[src/rtl/lsu_pkg.sv]
// Shared encodings, state type and alignment helper for the load/store unit.
package lsu_pkg;

  localparam int unsigned BYTE_BITS = 8;
  localparam int unsigned HALF_BITS = 16;

  typedef enum logic [1:0] {
    SZ_BYTE    = 2'b00,
    SZ_HALF    = 2'b01,
    SZ_WORD    = 2'b10,
    SZ_ILLEGAL = 2'b11
  } size_e;

  typedef enum logic [2:0] {
    IDLE,
    READ,
    CAPTURE,
    MERGE,
    WRITE,
    DONE
  } state_e;

  // Half on an odd byte, or word off a 4-byte boundary.
  function automatic logic is_misaligned(input logic [1:0] size, input logic [1:0] addr_lo);
    return ((size == SZ_HALF) && addr_lo[0]) ||
           ((size == SZ_WORD) && (addr_lo != 2'b00));
  endfunction

endpackage

[src/rtl/lsu_lane_format.sv]
// Little-endian lane extraction/extension for loads and lane merge for sub-word stores.
module lsu_lane_format
  import lsu_pkg::*;
#(
  parameter int unsigned Width = 32
) (
  input  logic [Width-1:0] word,
  input  logic [1:0]       addr_lo,
  input  size_e            size,
  input  logic             is_signed,
  input  logic [Width-1:0] wdata,
  output logic [Width-1:0] load_val,
  output logic [Width-1:0] store_word
);

  logic [4:0]       shamt;
  logic [7:0]       lane_b;
  logic [15:0]      lane_h;
  logic [Width-1:0] mask;
  logic [Width-1:0] data;

  always_comb begin
    shamt    = {addr_lo, 3'b000};
    lane_b   = 8'(word >> shamt);
    lane_h   = 16'(word >> shamt);
    load_val = word;
    mask     = '1;
    data     = wdata;
    case (size)
      SZ_BYTE: begin
        load_val = {{(Width-BYTE_BITS){is_signed & lane_b[7]}}, lane_b};
        mask     = Width'(8'hFF) << shamt;
        data     = Width'(wdata[7:0]) << shamt;
      end
      SZ_HALF: begin
        load_val = {{(Width-HALF_BITS){is_signed & lane_h[15]}}, lane_h};
        mask     = Width'(16'hFFFF) << shamt;
        data     = Width'(wdata[15:0]) << shamt;
      end
      default: begin
        load_val = word;
      end
    endcase
    // Only the target lane is taken from the store data.
    store_word = (word & ~mask) | (data & mask);
  end

endmodule

[src/rtl/load_store_unit.sv]
// Byte-addressed load/store front end for a word-addressed memory with 1-cycle read data.
module load_store_unit
  import lsu_pkg::*;
#(
  parameter int unsigned Width    = 32,
  parameter int unsigned AddrBits = 8
) (
  input  logic             clk,
  input  logic             rst_n,
  input  logic             req_valid,
  output logic             req_ready,
  input  logic             req_write,
  input  logic [1:0]       req_size,
  input  logic             req_signed,
  input  logic [Width-1:0] req_addr,
  input  logic [Width-1:0] req_wdata,
  output logic             resp_valid,
  output logic [Width-1:0] resp_rdata,
  output logic             resp_err,
  output logic [Width-1:0] mem_address,
  output logic [Width-1:0] mem_write_data,
  output logic             mem_memwrite,
  output logic             mem_memread,
  input  logic [Width-1:0] mem_read_data
);

  state_e           state_q, state_d;
  logic             write_q, signed_q;
  size_e            size_q;
  logic [1:0]       addr_lo_q;
  logic [Width-1:0] wdata_q;
  logic [Width-1:0] load_val, merged;
  logic [Width-1:0] resp_rdata_d;
  logic             resp_err_d;
  logic             req_err_c;
  logic             unused_addr_hi;

  // Upper address bits alias onto the 256-word memory.
  assign unused_addr_hi = ^req_addr[Width-1:AddrBits+2];
  assign req_err_c      = (req_size == SZ_ILLEGAL) || is_misaligned(req_size, req_addr[1:0]);

  lsu_lane_format #(.Width(Width)) u_lane (
    .word       (mem_read_data),
    .addr_lo    (addr_lo_q),
    .size       (size_q),
    .is_signed  (signed_q),
    .wdata      (wdata_q),
    .load_val   (load_val),
    .store_word (merged)
  );

  always_ff @(posedge clk or negedge rst_n) begin
    if (!rst_n) state_q <= IDLE;
    else        state_q <= state_d;
  end

  always_comb begin
    state_d      = state_q;
    resp_rdata_d = resp_rdata;
    resp_err_d   = resp_err;
    case (state_q)
      IDLE: begin
        if (req_valid) begin
          if (req_err_c)                             state_d = DONE;
          else if (req_write && req_size == SZ_WORD) state_d = WRITE;
          else                                       state_d = READ;
        end
      end
      READ:                   state_d = write_q ? MERGE : CAPTURE;
      CAPTURE, MERGE, WRITE:  state_d = DONE;
      DONE:                   state_d = IDLE;
      default:                state_d = IDLE;
    endcase
    // Response fields change only on entry to DONE, then hold.
    if (state_d == DONE) begin
      resp_err_d   = (state_q == IDLE);
      resp_rdata_d = (state_q == CAPTURE) ? load_val : '0;
    end
  end

  always_ff @(posedge clk or negedge rst_n) begin
    if (!rst_n) begin
      write_q     <= 1'b0;
      signed_q    <= 1'b0;
      size_q      <= SZ_BYTE;
      addr_lo_q   <= 2'b00;
      wdata_q     <= '0;
      mem_address <= '0;
    end else if (state_q == IDLE && req_valid) begin
      write_q     <= req_write;
      signed_q    <= req_signed;
      size_q      <= size_e'(req_size);
      addr_lo_q   <= req_addr[1:0];
      wdata_q     <= req_wdata;
      mem_address <= Width'(req_addr[AddrBits+1:2]);
    end
  end

  // Strobes and handshake flags are the registered decode of the next state.
  always_ff @(posedge clk or negedge rst_n) begin
    if (!rst_n) begin
      req_ready    <= 1'b1;
      resp_valid   <= 1'b0;
      resp_rdata   <= '0;
      resp_err     <= 1'b0;
      mem_memread  <= 1'b0;
      mem_memwrite <= 1'b0;
    end else begin
      req_ready    <= (state_d == IDLE);
      resp_valid   <= (state_d == DONE);
      resp_rdata   <= resp_rdata_d;
      resp_err     <= resp_err_d;
      mem_memread  <= (state_d == READ);
      mem_memwrite <= (state_d == MERGE) || (state_d == WRITE);
    end
  end

  // Merge data depends on read data arriving during MERGE, so this path is combinational.
  always_comb begin
    mem_write_data = '0;
    if (state_q == MERGE)      mem_write_data = merged;
    else if (state_q == WRITE) mem_write_data = wdata_q;
  end

endmodule

[config.mk]
export PLATFORM = sky130hd
export DESIGN_NAME = load_store_unit
export DESIGN_NICKNAME = d
export VERILOG_FILES = /design/src/rtl/lsu_pkg.sv /design/src/rtl/lsu_lane_format.sv /design/src/rtl/load_store_unit.sv
export SDC_FILE = /design/constraint.sdc
export NUM_CORES = 1
export LEC_CHECK = 0
export ABC_AREA = 1
export BUFFER_PORTS_ARGS = -buffer_cell sky130_fd_sc_hd__clkbuf_2
export CORE_ASPECT_RATIO = 1.75
export CORE_MARGIN = 10
export CORE_UTILIZATION = 45
export DETAILED_ROUTE_END_ITERATION = 10
export GPL_ROUTABILITY_DRIVEN = 1
export PLACE_DENSITY_LB_ADDON = 0.3
export SLEW_MARGIN = 5
export SYNTH_ARGS = -nofsm -noshare
export SYNTH_HDL_FRONTEND = slang
export SYNTH_SLANG_ARGS = --single-unit
[constraint.sdc]
create_clock -name clk -period 1.61 [get_ports clk]
set_input_delay 0.161 -clock clk [delete_from_list [all_inputs] [get_ports clk]]
set_output_delay 0.161 -clock clk [all_outputs]
set_load 0.02 [all_outputs]
# Word level (Yosys, flattened, before mapping)
# Index checks and enable logic that the tools add are counted.
# totals
mem_count,0
mem_bits_ro,0
output_inout_bits,101
wordCells,59
ramBits,0
latch_bits,0
ff_bits,86
# op_classes
n_eq_ne,12
add_sub_neg,0
shift,5
magnitude_cmp,0
n_reduce_logical,12
n_mux,11
n_bitwise,6
multipliers,0
div_mod_pow,0
# op_table
op,n
$pmux 32 s2,3
$mux 32,3
$and 32x32->32,2
$not 32->32,1
$or 32x32->32,1
$shl 16x5->32,1
$shl 16x5->32 const A,1
$shl 8x5->32,1
$shl 8x5->32 const A,1
$shr 32x5->16,1
$eq 3x2->1 const B,3
$eq 3x3->1 const B,3
$mux 3,3
$pmux 3 s3,1
$eq 3x1->1 const B,2
$logic_not 3->1,2
$eq 2x1->1 const B,2
$eq 2x2->1 const B,2
$logic_and 1x1->1,4
$logic_or 1x1->1,3
$reduce_or 3->1,1
$and 1x1->1,2
$logic_not 2->1,1
$reduce_bool 2->1,1
$mux 1,1

# Logic depth before layout (Yosys ltp)
# logic_depth
depth_word,9
depth_mapped,11

# Hierarchy
# A second synthesis with hierarchy kept.
# unflattened
hier_cells,843
hier_area_um2,5519.0
# modules_own_cells
mod,area_each_um2,instances,cells_per_inst,seq_area_each_um2
load_store_unit,3892.5,1,474,2153.3
lsu_lane_format,1626.6,1,369,0.0

# Worst setup path after synthesis
# No wires, ideal clock.
# synth_path
path_kind,reg2out
startpoint,register addr_lo_q[1]
endpoint,output mem_write_data[10]
t_arrival_ns,1.491
setup_slack_ns,-0.042
path_buffers,1
required_ns,1.449
stages_incl_launch_ff,10
path_cell_list,dfrtp_1 > buf_4 > inv_2 > nor2_2 > a21oi_1 > inv_1 > nand2_1 > nand3_1 > nand2_1 > o21ai_0
# synth_between
elab_chain_len,6
elab_cells_between_ends,11
cone_classes,shift (4); mux (3); bitwise (4)
# synth_lines
element,line,text
start: declaration,load_store_unit.sv:30,logic [1:0] addr_lo_q;
start signal: assignment,load_store_unit.sv:93,addr_lo_q <= req_addr[1:0];
$shl 16x5->32 or $shl 8x5->32 (tied branches),"lsu_lane_format.sv:37, lsu_lane_format.sv:32",
$pmux 32 s2,lsu_lane_format.sv:29,case (size)
$not 32->32,lsu_lane_format.sv:45,store_word = (word & ~mask) | (data & mask);
$and 32x32->32,lsu_lane_format.sv:45,
$or 32x32->32 (*),lsu_lane_format.sv:45,
$mux 32 (*),load_store_unit.sv:121,if (state_q == MERGE) mem_write_data = merged;
end: declaration,load_store_unit.sv:21,"output logic [Width-1:0] mem_write_data,"
# Every way passes the cells marked *; elsewhere a longest branch is shown, timed or not.

# Worst setup path after layout
# layout_path
startpoint,register state_q[1]
endpoint,output mem_write_data[5]
# layout_between
elab_chain_len,3
elab_cells_between_ends,4
cone_classes,eq/ne (2); mux (2)
# layout_lines
element,line,text
start: declaration,load_store_unit.sv:27,"state_e state_q, state_d;"
start signal: assignment,load_store_unit.sv:54,else state_q <= state_d;
$eq 3x3->1,load_store_unit.sv:122,else if (state_q == WRITE) mem_write_data = wdata_q;
$mux 32,load_store_unit.sv:122,
$mux 32 (*),load_store_unit.sv:121,
# Marks and branches as above.

==> flow_summary.toml <==
[yosys]
synth_commonest_cells = "nand2_1 (367), dfrtp_1 (85), o21ai_0 (77), inv_1 (75), a21oi_1 (35)"
synth_top_cell_area_share = 0.400
yosys-top-cells-area = "dfrtp_1 (40%), nand2_1 (26%), o21ai_0 (7.2%)"
synth_warnings = 0
yosys_most_used_dff = "dfrtp_1"
ys_async_sr_fraction = 1.00
syn_area_per_cell_sq_um = 6.72
synthCells = 792
synth_top_area_cell = "dfrtp_1"
syn_area_sq_um = 5320
ys_seq_elements = 86
synth_most_common_cell = "nand2_1"
synth_edf_count = 0
synth.distinct_cells = 28
ys_seq_area_frac = 0.405

[power]
p_int_uw = 9120
swShare = 0.471
netSwitchingPower_uw = 8120
power_frac_comb = 0.637
peakVddDrop_mv = 1.14
power_density_nw_per_um2 = 2160
pwr-share-seq = 0.225
total_power_uw = 17200
clkPwrFrac = 0.138
p_leak_uw = 0.00434

[critical_path]
crit_buf_inv = 4
critPathTopFamily = "buffers and inverters"
reg2regPathDepth = 10
slowest_stage = "dfrtp_1"
crit_chain = "inv_2 -> nor3_4 -> buf_6 -> buf_12 -> nand2_8 -> o22ai_4 -> buf_8"
r2r_slack_ps = -130
r2r-start = "state_q[2]"
worstPathArrival_ps = 1770
cp-start-kind = "flip-flop"
r2r_end = "resp_rdata[17]"
path_class = "flip-flop to output pin"
required_ps = 1450
worst-path-max-fanout = 8
end_kind = "output pin"
critical_path.max_stage_delay_ps = 390

[drt]
via_per_inst = 5.37
routed-via-count = 6128
remaining_drc_errors = 0
wirelength_microns = 21700
wl_per_cell_microns = 19.0
first_iter_violations = 540
ant_nets = 0
drtPass1Iterations = 5

[finish]
area_delta_synth_final_pct = 49.7
drive_gt1_frac = 0.370
finalNetCount = 1105
design_area_sq_um = 7960
num-fill-cells = 979
diodes = 0
finish.utilization = 0.688

[clocking]
cts_buffers = 9
clk_pin_slew_ps = 60
clk_latency_ps = 340
cts_root_buffer = "clkbuf_16"
cts_buffer_depth = 2
htreeDepth = 3
cts_sinks = 86
tritoncts = "yes"

[timing]
final.setup.worst_slack_ps = -321
fmax_mhz = 518
fin_crit_sh = 1.20
setup_tns_ps = -11870
fin_worst_skew_ps = 7.65
setup_viol = 64
rsz0062_at_grt = "true"
report.final.slew_viol_count = 0
final_hold_viol_count = 0
period_minus_slack_ps = 1930

[outcome]
status = "finished, violations left"
violations = "setup timing"

[grt]
grt_pass1_wl_microns = 30500
track_usage = 0.233
grt_start_max_net_pins = 87
antenna_found_initial = 0
grt_pass1_vias = 5902
overflow = 0

[floorplan]
core_area_sq_um = 11600
start_util = 0.459
dieArea_sq_um = 16700
rows = 52
die_x_microns = 102
die_h_microns = 164
io-pin-count = 204

[min_path]
hold_path_class = "input port to flip-flop"
hold_end = "mem_address[2]"
whs_path_depth = 3
hp-start = "req_addr[4]"

[place]
gp_congestion = 0.923
port_buffers = 157
dpl_cell_area_sq_um = 6410
hpwl_microns = 14300

[flow_run]
cap_viol_max_count = 0
## kinds of logic after synthesis
logic type | after synthesis | share of synthesized area
AND/OR/NAND/NOR | 416 | 0.315
AO/OA/AOI/OAI | 148 | 0.150
buffers and inverters | 141 | 0.129
flip-flops | 86 | 0.405
other | 1 | 0.000705
## repair_timing
item / in CTS / in global routing
pin swaps: 8 / 32
setup buffers: 12 / 10
resized for setup: 130 / 127
hold buffers: 1 / 0
gates cloned: 1 / 9
hold endpoints to repair: 85 / 0
setup endpoints to repair: 33 / 85
## area by class of cell
type                       count  area, sq um  share of cell area
clock buffer                  12          236              0.0297
clock inverter                 4         97.6              0.0123
inverter                      81          314              0.0394
multi-input combinational    589         3050               0.383
sequential                    86         2160               0.271
tap                          135          169              0.0212
timing repair buffer         235         1940               0.244
## registers in the layout, indices dropped and copies added, names as in the netlist
name and cells:
resp_valid 1, state_q 3, signed_q 1, resp_err 1, addr_lo_q 2, mem_address 8
write_q 1, resp_rdata 32, size_q 2, wdata_q 32, mem_memread 1, mem_memwrite 1
req_ready 1
## worst max-delay path by stage
| stage | cells after the start | slack [ps] | startpoint | to |
|---|---|---|---|---|
| after floorplan | 4 | -7 | addr_lo_q[0] | mem_write_data[0] |
| after global placement | 7 | -120 | size_q[1] | mem_write_data[27] |
| after detailed placement | 7 | -120 | size_q[1] | mem_write_data[26] |
| after CTS | 9 | -280 | addr_lo_q[0] | mem_write_data[8] |
| after global routing | 10 | -420 | size_q[1] | mem_write_data[29] |
| final | 7 | -320 | state_q[1] | mem_write_data[5] |
## cells in the final DEF, fill, tap and decap left out, types with 20 or more instances in the layout
| cell type | instances |
|---|---|
| nand2_1 | 317 |
| clkbuf_2 | 124 |
| dfrtp_1 | 80 |
| inv_1 | 65 |
| o21ai_0 | 50 |
| nand2_2 | 48 |
| buf_4 | 47 |
| a21oi_1 | 32 |
| conb_1 | 24 |
| buf_6 | 20 |
## metrics by stage
stage / cells / hold WS, ps / worst slack [ps]
finish: 1142 / 7.54 / -321
global route: 1142 / 4.60 / -419
CTS: 1125 / 3.49 / -276
detailed placement: 1096 / 239 / -115
global placement: 1096 / 237 / -121
floorplan: 815 / -135 / -7.03
## worst min-delay path: stages
cell and delay [ps]:
clkbuf_2 70, nand2_1 40, nand2_1 40
## power by group through the flow
stage,Combinational (uW),Clock (uW),Sequential (uW)
after floorplan,4730,0,4190
after global placement,7940,0,3760
after detailed placement,8010,0,3790
after CTS,9330,2390,3780
after global routing,11900,2480,3990
final,11000,2370,3890
## metal layers
metal	track usage	part of all wire
met1	0.257	0.35
met2	0.400	0.52
met3	0.0433	0.069
met4	0.144	0.065
met5	0	0
Note: power is estimated with default switching activity, not from simulation.
